**src/rtl/multi_debounce_pkg.sv**
```systemverilog
// Shared types and sizing helpers for the multi-channel button debouncer.
package multi_debounce_pkg;

    typedef enum logic [1:0] {
        RELEASED = 2'd0,
        PRESSED  = 2'd1,
        HELD     = 2'd2
    } press_state_e;

    localparam int MIN_DEBOUNCE_CYC = 2;
    localparam int MIN_HOLD_CYC     = 1;
    localparam int MAX_CHANNELS     = 32;

    // One spare bit so the hold counter can park at HOLD_CYC without wrapping.
    function automatic int cnt_width(input int debounce_cyc, input int hold_cyc);
        int m;
        m = (debounce_cyc > hold_cyc) ? debounce_cyc : hold_cyc;
        return $clog2(m) + 1;
    endfunction

endpackage

```
**src/rtl/debounce_ch.sv**
```systemverilog
// One button channel: synchroniser, stability filter and press classifier.
module debounce_ch #(
    parameter int DEBOUNCE_CYC = 1_000_000,
    parameter int HOLD_CYC     = 50_000_000,
    parameter bit ACTIVE_LOW   = 1'b0
) (
    input  logic clk,
    input  logic rst,
    input  logic btn_in,
    output logic level,
    output logic rise,
    output logic fall,
    output logic short_press,
    output logic long_press
);
    import multi_debounce_pkg::*;

    localparam int            CW        = cnt_width(DEBOUNCE_CYC, HOLD_CYC);
    localparam logic [CW-1:0] DB_LAST   = CW'(DEBOUNCE_CYC - 1);
    localparam logic [CW-1:0] HOLD_LAST = CW'(HOLD_CYC - 1);
    localparam logic [CW-1:0] CNT_ONE   = CW'(1);
    localparam logic [1:0]    SYNC_IDLE = {2{ACTIVE_LOW}};

    logic [1:0]    sync_q, sync_d;
    logic          s;
    logic [CW-1:0] cnt_q, cnt_d;
    logic          level_q, level_d;
    logic          rise_q, rise_d;
    logic          fall_q, fall_d;
    logic          short_q, short_d;
    logic          long_q, long_d;
    logic [CW-1:0] hold_q, hold_d;
    press_state_e  state_q, state_d;

    assign sync_d = {sync_q[0], btn_in};
    assign s      = sync_q[1] ^ ACTIVE_LOW;

    always_comb begin
        cnt_d   = '0;
        level_d = level_q;
        if (s != level_q) begin
            if (cnt_q == DB_LAST) begin
                level_d = s;
            end else begin
                cnt_d = cnt_q + CNT_ONE;
            end
        end
    end

    assign rise_d = level_d & ~level_q;
    assign fall_d = ~level_d & level_q;

    always_ff @(posedge clk) begin
        if (!rst) begin
            sync_q  <= SYNC_IDLE;
            cnt_q   <= '0;
            level_q <= 1'b0;
            rise_q  <= 1'b0;
            fall_q  <= 1'b0;
        end else begin
            sync_q  <= sync_d;
            cnt_q   <= cnt_d;
            level_q <= level_d;
            rise_q  <= rise_d;
            fall_q  <= fall_d;
        end
    end

    always_ff @(posedge clk) begin
        if (!rst) begin
            state_q <= RELEASED;
            hold_q  <= '0;
            short_q <= 1'b0;
            long_q  <= 1'b0;
        end else begin
            state_q <= state_d;
            hold_q  <= hold_d;
            short_q <= short_d;
            long_q  <= long_d;
        end
    end

    // A release on the very cycle the hold limit is reached counts as long.
    always_comb begin
        state_d = state_q;
        hold_d  = hold_q;
        unique case (state_q)
            RELEASED: begin
                if (rise_d) begin
                    state_d = PRESSED;
                    hold_d  = '0;
                end
            end
            PRESSED: begin
                if (fall_d) begin
                    state_d = RELEASED;
                end else begin
                    hold_d = hold_q + CNT_ONE;
                    if (hold_q == HOLD_LAST) begin
                        state_d = HELD;
                    end
                end
            end
            HELD: begin
                if (fall_d) begin
                    state_d = RELEASED;
                end
            end
            default: begin
                state_d = RELEASED;
                hold_d  = '0;
            end
        endcase
    end

    always_comb begin
        short_d = 1'b0;
        long_d  = 1'b0;
        unique case (state_q)
            PRESSED: begin
                long_d  = (hold_q == HOLD_LAST);
                short_d = fall_d && (hold_q != HOLD_LAST);
            end
            default: begin
                short_d = 1'b0;
                long_d  = 1'b0;
            end
        endcase
    end

    assign level       = level_q;
    assign rise        = rise_q;
    assign fall        = fall_q;
    assign short_press = short_q;
    assign long_press  = long_q;

endmodule

```
**src/rtl/multi_debounce.sv**
```systemverilog
// N_CH independent debounced buttons with edge and short/long press pulses.
module multi_debounce #(
    parameter int N_CH         = 4,
    parameter int DEBOUNCE_CYC = 1_000_000,
    parameter int HOLD_CYC     = 50_000_000,
    parameter int ACTIVE_LOW   = 0
) (
    input  logic            clk,
    input  logic            rst,
    input  logic [N_CH-1:0] btn_in,
    output logic [N_CH-1:0] level,
    output logic [N_CH-1:0] rise,
    output logic [N_CH-1:0] fall,
    output logic [N_CH-1:0] short_press,
    output logic [N_CH-1:0] long_press
);
    import multi_debounce_pkg::*;

    if (N_CH < 1 || N_CH > MAX_CHANNELS) begin : g_bad_n_ch
        $error("multi_debounce: N_CH=%0d outside 1..%0d", N_CH, MAX_CHANNELS);
    end
    if (DEBOUNCE_CYC < MIN_DEBOUNCE_CYC) begin : g_bad_debounce
        $error("multi_debounce: DEBOUNCE_CYC=%0d below %0d",
               DEBOUNCE_CYC, MIN_DEBOUNCE_CYC);
    end
    if (HOLD_CYC < MIN_HOLD_CYC) begin : g_bad_hold
        $error("multi_debounce: HOLD_CYC=%0d below %0d", HOLD_CYC, MIN_HOLD_CYC);
    end
    if (ACTIVE_LOW < 0 || ACTIVE_LOW > 1) begin : g_bad_polarity
        $error("multi_debounce: ACTIVE_LOW=%0d must be 0 or 1", ACTIVE_LOW);
    end

    for (genvar i = 0; i < N_CH; i++) begin : g_ch
        debounce_ch #(
            .DEBOUNCE_CYC (DEBOUNCE_CYC),
            .HOLD_CYC     (HOLD_CYC),
            .ACTIVE_LOW   (ACTIVE_LOW != 0)
        ) u_ch (
            .clk         (clk),
            .rst         (rst),
            .btn_in      (btn_in[i]),
            .level       (level[i]),
            .rise        (rise[i]),
            .fall        (fall[i]),
            .short_press (short_press[i]),
            .long_press  (long_press[i])
        );
    end

endmodule

```
**config.mk**
```make
export PLATFORM = sky130hd
export DESIGN_NAME = multi_debounce
export DESIGN_NICKNAME = d
export VERILOG_FILES = /design/src/rtl/multi_debounce_pkg.sv /design/src/rtl/debounce_ch.sv /design/src/rtl/multi_debounce.sv
export SDC_FILE = /design/constraint.sdc
export NUM_CORES = 1
export LEC_CHECK = 0
export ABC_AREA = 1
export ABC_CLOCK_PERIOD_IN_PS = 1900
export CAP_MARGIN = 30
export CORE_ASPECT_RATIO = 1.5
export CORE_MARGIN = 4
export CORE_UTILIZATION = 32
export CTS_CLUSTER_SIZE = 40
export DETAILED_ROUTE_END_ITERATION = 10
export GPL_TIMING_DRIVEN = 0
export PLACE_DENSITY = 0.46
export SYNTH_ARGS = -nofsm -noshare
export SYNTH_HDL_FRONTEND = slang
export SYNTH_SLANG_ARGS = --single-unit
```
**constraint.sdc**
```tcl
create_clock -name clk -period 1.9 [get_ports clk]
set_input_delay 0.38 -clock clk [delete_from_list [all_inputs] [get_ports clk]]
set_output_delay 0.38 -clock clk [all_outputs]
set_load 0.01 [all_outputs]
```
Word level (Yosys, flattened, before mapping):

Index checks and enable logic that the tools add are counted.

* $add $sub $neg: 8
* multiply operators: 0
* div/mod/pow operators: 0
* $lt $le $gt $ge: 0
* eq/ne operators: 40
* shift operators: 0
* mux-type cells: 40
* bitwise operators: 25
* reductions and logical operators: 24

Operators by type and width (count)
* case mux 27 bit (3 select lines): 4
* adder 27 x 1 -> 27 bit, second input constant: 8
* two-way mux 27 bit: 8
* == test 27 x 20 -> 1 bit, second input constant: 4
* == test 27 x 26 -> 1 bit, second input constant: 4
* != test 27 x 26 -> 1 bit, second input constant: 4
* two-way mux 2 bit: 16
* case mux 2 bit (3 select lines): 4
* AND reduction 3 bit: 8
* inverter 1 bit: 17
* != test 2 x 1 -> 1 bit, second input constant: 8
* != test 3 x 1 -> 1 bit, second input constant: 4
* OR reduction 3 bit: 4
* AND 1 bit: 8
* == test 2 x 1 -> 1 bit, second input constant: 4
* == test 2 bit, second input constant: 4
* logical NOT 2 bit: 4
* two-way mux 1 bit: 8
* != test 2 bit, second input constant: 4
* AND reduction 2 bit: 4
* logical AND 1 bit: 4
* != test 1 bit: 4

* flip-flop bits (word level): 252
* latch bits: 0
* memory bits (writable): 0
* memory bits (read-only): 0
* input port bits: 6
* output and inout bits: 20
* word-level logic and storage cells: 173
* memories: 0

Longest topological paths before layout:

* depth after elaboration: 7
* mapped depth: 13
* depth with buffers taken out: 13

Modules after synthesis:

From an unflattened synthesis, not the netlist that was laid out.

* cell total of the unflattened synthesis: 2400
* area total of the unflattened synthesis: 15095.7 µm²

Modules (own cells, without submodules)
* debounce_ch at g_ch[0].u_ch: times used 1, cells an instance 601, area an instance 3826.2 µm², seq. area each 1261.2 µm²
* debounce_ch at g_ch[3].u_ch: times used 1, cells an instance 595, area an instance 3797.4 µm², seq. area each 1261.2 µm²
* debounce_ch at g_ch[2].u_ch: times used 1, cells an instance 601, area an instance 3741.1 µm², seq. area each 1261.2 µm²
* debounce_ch at g_ch[1].u_ch: times used 1, cells an instance 603, area an instance 3731.1 µm², seq. area each 1261.2 µm²

Worst setup path before layout:

No wires, ideal clock.

* path kind: reg2reg
* start: register g_ch[3].u_ch.cnt_q[0]
* end: register g_ch[3].u_ch.hold_q[5]
* setup time: 0.116 ns
* arrival time: 1.645 ns
* data required time: 1.784 ns
* path slack: 0.140 ns
* stages on the path, launching flop included: 12
* clock period less this slack: 1.760 ns
* cell sequence: dfxtp_1 ha_1 nand3_1 nor2_1 nand2_1 nor2_4 nand3_1 nand2_2 nand3_2 buf_6 o21ai_0 nor2_1

* cells in the longest elaborated chain, start to end: 7
* elaborated cells on any way between the ends: 9
* classes of those cells: eq/ne (3); mux (2); bitwise (3); reduce/logical (1)

RTL lines
* start, declared: RTL line debounce_ch.sv:26 `logic [CW-1:0] cnt_q, cnt_d;`
* start signal, assigned: RTL line debounce_ch.sv:62 `cnt_q <= cnt_d;`
* == test 27 x 20 -> 1 bit *: RTL line debounce_ch.sv:42 `if (cnt_q == DB_LAST) begin`
* two-way mux 1 bit *: RTL line debounce_ch.sv:42
* two-way mux 1 bit *: RTL line debounce_ch.sv:41 `if (s != level_q) begin`
* inverter 1 bit: RTL line debounce_ch.sv:51 `assign fall_d = ~level_d & level_q;`
* AND 1 bit: RTL line debounce_ch.sv:51
* != test 2 bit (no source line)
* AND reduction 3 bit (no source line) *
* end signal, assigned: RTL line debounce_ch.sv:77 `hold_q <= hold_d;`
* end, declared: RTL line debounce_ch.sv:32 `logic [CW-1:0] hold_q, hold_d;`

Every way passes the cells marked *; elsewhere a longest branch is shown, timed or not.
A chain may end at the register's enable or synchronous reset.

Worst setup path in the final report:

* start: register g_ch[2].u_ch.cnt_q[0]
* end: register g_ch[2].u_ch.hold_q[12]

* cells in the longest elaborated chain, start to end: 7
* elaborated cells on any way between the ends: 9
* classes of those cells: eq/ne (3); mux (2); bitwise (3); reduce/logical (1)

RTL lines (RTL line)
* start, declared: debounce_ch.sv:26
* start signal, assigned: debounce_ch.sv:62
* == test 27 x 20 -> 1 bit *: debounce_ch.sv:42
* two-way mux 1 bit *: debounce_ch.sv:42
* two-way mux 1 bit *: debounce_ch.sv:41
* inverter 1 bit: debounce_ch.sv:51
* AND 1 bit: debounce_ch.sv:51
* != test 2 bit (no source line)
* AND reduction 3 bit (no source line) *
* end signal, assigned: debounce_ch.sv:77
* end, declared: debounce_ch.sv:32

Marked as above.

==> metrics.txt <==
standard-cell rows=between 90 and 100; final instance area=approximately 19000 um^2; HP Class=input port to register; most instantiated cells after synthesis=nand2_1, nor2_1, dfxtp_1; post-route ant nets=0; clk_lat worst skew=roughly 570 ps; post-synthesis compound-gate area fraction=8.33%; Die Y=around 270 um; worst hold path depth=3; crit-path cells=ha_4, nand3_4, nor2_4, nand2_2, nor2_4, nand3_2, nand2_4, nand3_4, buf_6, buf_8, nand2_2, a21oi_2; Fillers=4850; CTS buffer count=29; Root Driver=clkbuf_16; Cell Area, Placed=15800 um^2; fin nets=2526; P&R area growth vs syn=28.1%; buffers plus inverters on the worst setup path=2; largest net degree at the start of global routing=15; layout cell share with drive strength beyond 1=20.9%; Hold Fails Final Rpt=0; Pwr Density=669 nW/um^2; placer congestion estimate=about 0.91; Sw Ratio=a little under a quarter; Post-Synth XOR/XNOR Area=2.83%; CP max FO=5; slew at the pin closest to its max-slew limit=933 ps; placed insts=2992; Syn. warnings=0; starting density of the core=32.4%; critical path class=register to register; Slew Viols, Final=0; Synth Flop Type=dfxtp_1; Cell Int Power=approximately 0.0098 W; post-synth top area cell=dfxtp_1; sequential power share=42.4%; CP top delay family=simple AND/OR/NAND/NOR gates; most common cell in the netlist=nand2_1; critical path required time=approximately 2300 ps; 1st-pass router iterations=6; status=finished, violations left; dpl hpwl=33500 um; failing checks=negative setup slack; Reg2Reg Depth=12; max cap viols=0; critical path's largest stage delay=around 370 ps; diode count=0; Slew Limit Headroom=37.8%; syn nets=2393; H-Tree Depth=1; ys async rst share=0%; routed via count=around 15000; reg2reg setup slack=-4 ps; maximum vdd drop=0.000644 V; Slowest-stage cell, CP=dfxtp_4; GR Overflow Total=0; die area=50000 um^2; simple-gate share of the synthesized area=44.1%; CP Launch Type=register; CP Capture Type=register; Hold EP=g_ch[0].u_ch.sync_q[0]$_SDFF_PN0_; WP data arrival=2320 ps; Post-synth EDFFs=0; DRC=0; initial DRC count=approximately 740; Post-Synth Adder-Cell Area=0.674%; core area=45900 um^2; hold slack=348 ps; clock sink count=252; Clk pwr share=50.5%; input/output buffers=25; RSZ-0062 raised after global routing=true; via density per instance=4.88; switching pwr=0.00298 W; Area contributors post-synth=dfxtp_1, nand2_1, nor2_1; FF-to-FF End=g_ch[2].u_ch.hold_q[12]$_SDFFE_PN0P_; post-synthesis area per instance=6.24 um^2; vias in the first global route=around 15000; total wire length=45900 um; reg-to-reg startpoint=g_ch[2].u_ch.cnt_q[0]$_SDFF_PP0_; initial antenna violation count=0; Post-Syn Area=between 10000 and 15000 um^2; Yosys reg bits=252; buffer depth of the longest clock path=3; Netlist cell types=between 40 and 50; worst clock skew=roughly 25 ps; worst hold start=btn_in[0]; first-pass GRT wire length=73900 um; Mapped Cells=about 2400; final worst setup slack=-3.86 ps; Pleak=6.52 nW; clk slew on worst S/H paths=60 ps; Final period util=100%; final core occ=about two fifths; fmax=525 MHz; Ports=26; min Tclk post-route=1900 ps; hold-fix buffers at CTS=0; DR WL/cell=14.7 um; Layout Cells excl Fill=3123; final number of setup-violating endpoints=1; post-synthesis mux area share=0%; CTS tree=done; combinational group share of total power=7.0%; sequential share of the synthesized area=34.0%; total track usage=between 10% and 20%; die span in x=184 um; area share of the largest cell type after synthesis=between 30% and 40%; largest family of logic cells by synthesized area=simple AND/OR/NAND/NOR gates
[state kept, by name, indices dropped and copies added (netlist names)]
name                   count
g_ch.u_ch.fall             4
g_ch.u_ch.cnt_q          108
g_ch.u_ch.rise             4
g_ch.u_ch.level            4
g_ch.u_ch.state_q          8
g_ch.u_ch.long_press       4
g_ch.u_ch.sync_q           8
g_ch.u_ch.short_press      4
g_ch.u_ch.hold_q         108
[area by class of cell]
| cell class | instances | area, um^2 | share of cell area [%] |
|---|---|---|---|
| Clock inverter | 13 | 254 | 1.33 |
| Multi-Input combinational cell | 1782 | 9410 | 49.5 |
| Inverter | 266 | 1010 | 5.32 |
| Sequential cell | 252 | 5140 | 27.0 |
| Tap cell | 588 | 736 | 3.87 |
| Clock buffer | 41 | 861 | 4.52 |
| Timing Repair Buffer | 104 | 1010 | 5.31 |
| Buffer | 77 | 606 | 3.18 |
[power groups by stage]
stage | sequential [W] | clock [W] | combinational (W)
3_5_place_dp | 0.00553 | 0 | 0.000649
6_report | 0.00540 | 0.00643 | 0.000894
3_3_place_gp | 0.00553 | 0 | 0.000646
5_1_grt | 0.00541 | 0.00686 | 0.000980
2_1_floorplan | 0.00551 | 0 | 0.000449
4_1_cts | 0.00541 | 0.00664 | 0.000772
[cells in the final DEF, fill, tap and decap left out, types with 34 or more instances in the layout]
master / instances
dfxtp_1: 205
inv_1: 233
nor3_1: 59
nand2_1: 593
nand2_4: 44
nor2_2: 34
a21oi_1: 99
o21ai_0: 40
nor2_1: 407
buf_4: 82
a21oi_2: 52
nand2_2: 41
nand3_1: 104
nand4_1: 105
[logic make-up after synthesis]
family	after synthesis
AND/OR/NAND/NOR	1497
buffers and inverters	345
flip-flops	252
AO/OA/AOI/OAI	229
XOR/XNOR	48
adder cells (fa/ha/maj)	8
[worst max-delay path by stage]
stage	slack, ps	to	startpoint	depth (start not counted)
floorplan	140	g_ch[3].u_ch.hold_q[5]$_SDFFE_PN0P_	g_ch[3].u_ch.cnt_q[0]$_SDFF_PP0_	11
global placement	-1290	g_ch[0].u_ch.hold_q[12]$_SDFFE_PN0P_	rst	6
detailed placement	-1330	g_ch[1].u_ch.hold_q[23]$_SDFFE_PN0P_	rst	6
CTS	-20	g_ch[1].u_ch.hold_q[15]$_SDFFE_PN0P_	g_ch[1].u_ch.cnt_q[1]$_SDFF_PP0_	11
global route	-120	g_ch[3].u_ch.hold_q[6]$_SDFFE_PN0P_	g_ch[3].u_ch.cnt_q[12]$_SDFF_PP0_	12
finish	-4	g_ch[2].u_ch.hold_q[12]$_SDFFE_PN0P_	g_ch[2].u_ch.cnt_q[0]$_SDFF_PP0_	12
[routing by layer]
| metal | GRT usage [%] | routed length [um] | up-vias |
|---|---|---|---|
| li1 | - | - | 7891 |
| met3 | 1.75 | 1410 | 73 |
| met5 | 0 | 0 | - |
| met2 | 33.4 | 24000 | 228 |
| met4 | 5.24 | 1270 | 0 |
| met1 | 21.0 | 19200 | 7038 |
[tightest hold or removal path, stage by stage]
cell	delay, ps
clkdlybuf4s50_1	400
nand2_1	70
inv_1	40
[stage by stage]
step / setup TNS, ps / power (W) / worst slack (ps)
3_3_place_gp: -190180 / 0.00618 / -1290
6_report: -3.86 / 0.0127 / -3.86
4_1_cts: -93.4 / 0.0128 / -16.9
5_1_grt: -6150 / 0.0133 / -124
3_5_place_dp: -191260 / 0.00618 / -1330
2_1_floorplan: 0 / 0.00596 / 140
[what timing repair did]
item,4_1_cts,5_1_grt
pin swaps,37,86
setup buffers,44,30
cloned,5,4
endpoints found under the setup margin,232,189
resized for setup,174,274
(Power assumes the default switching activity.)
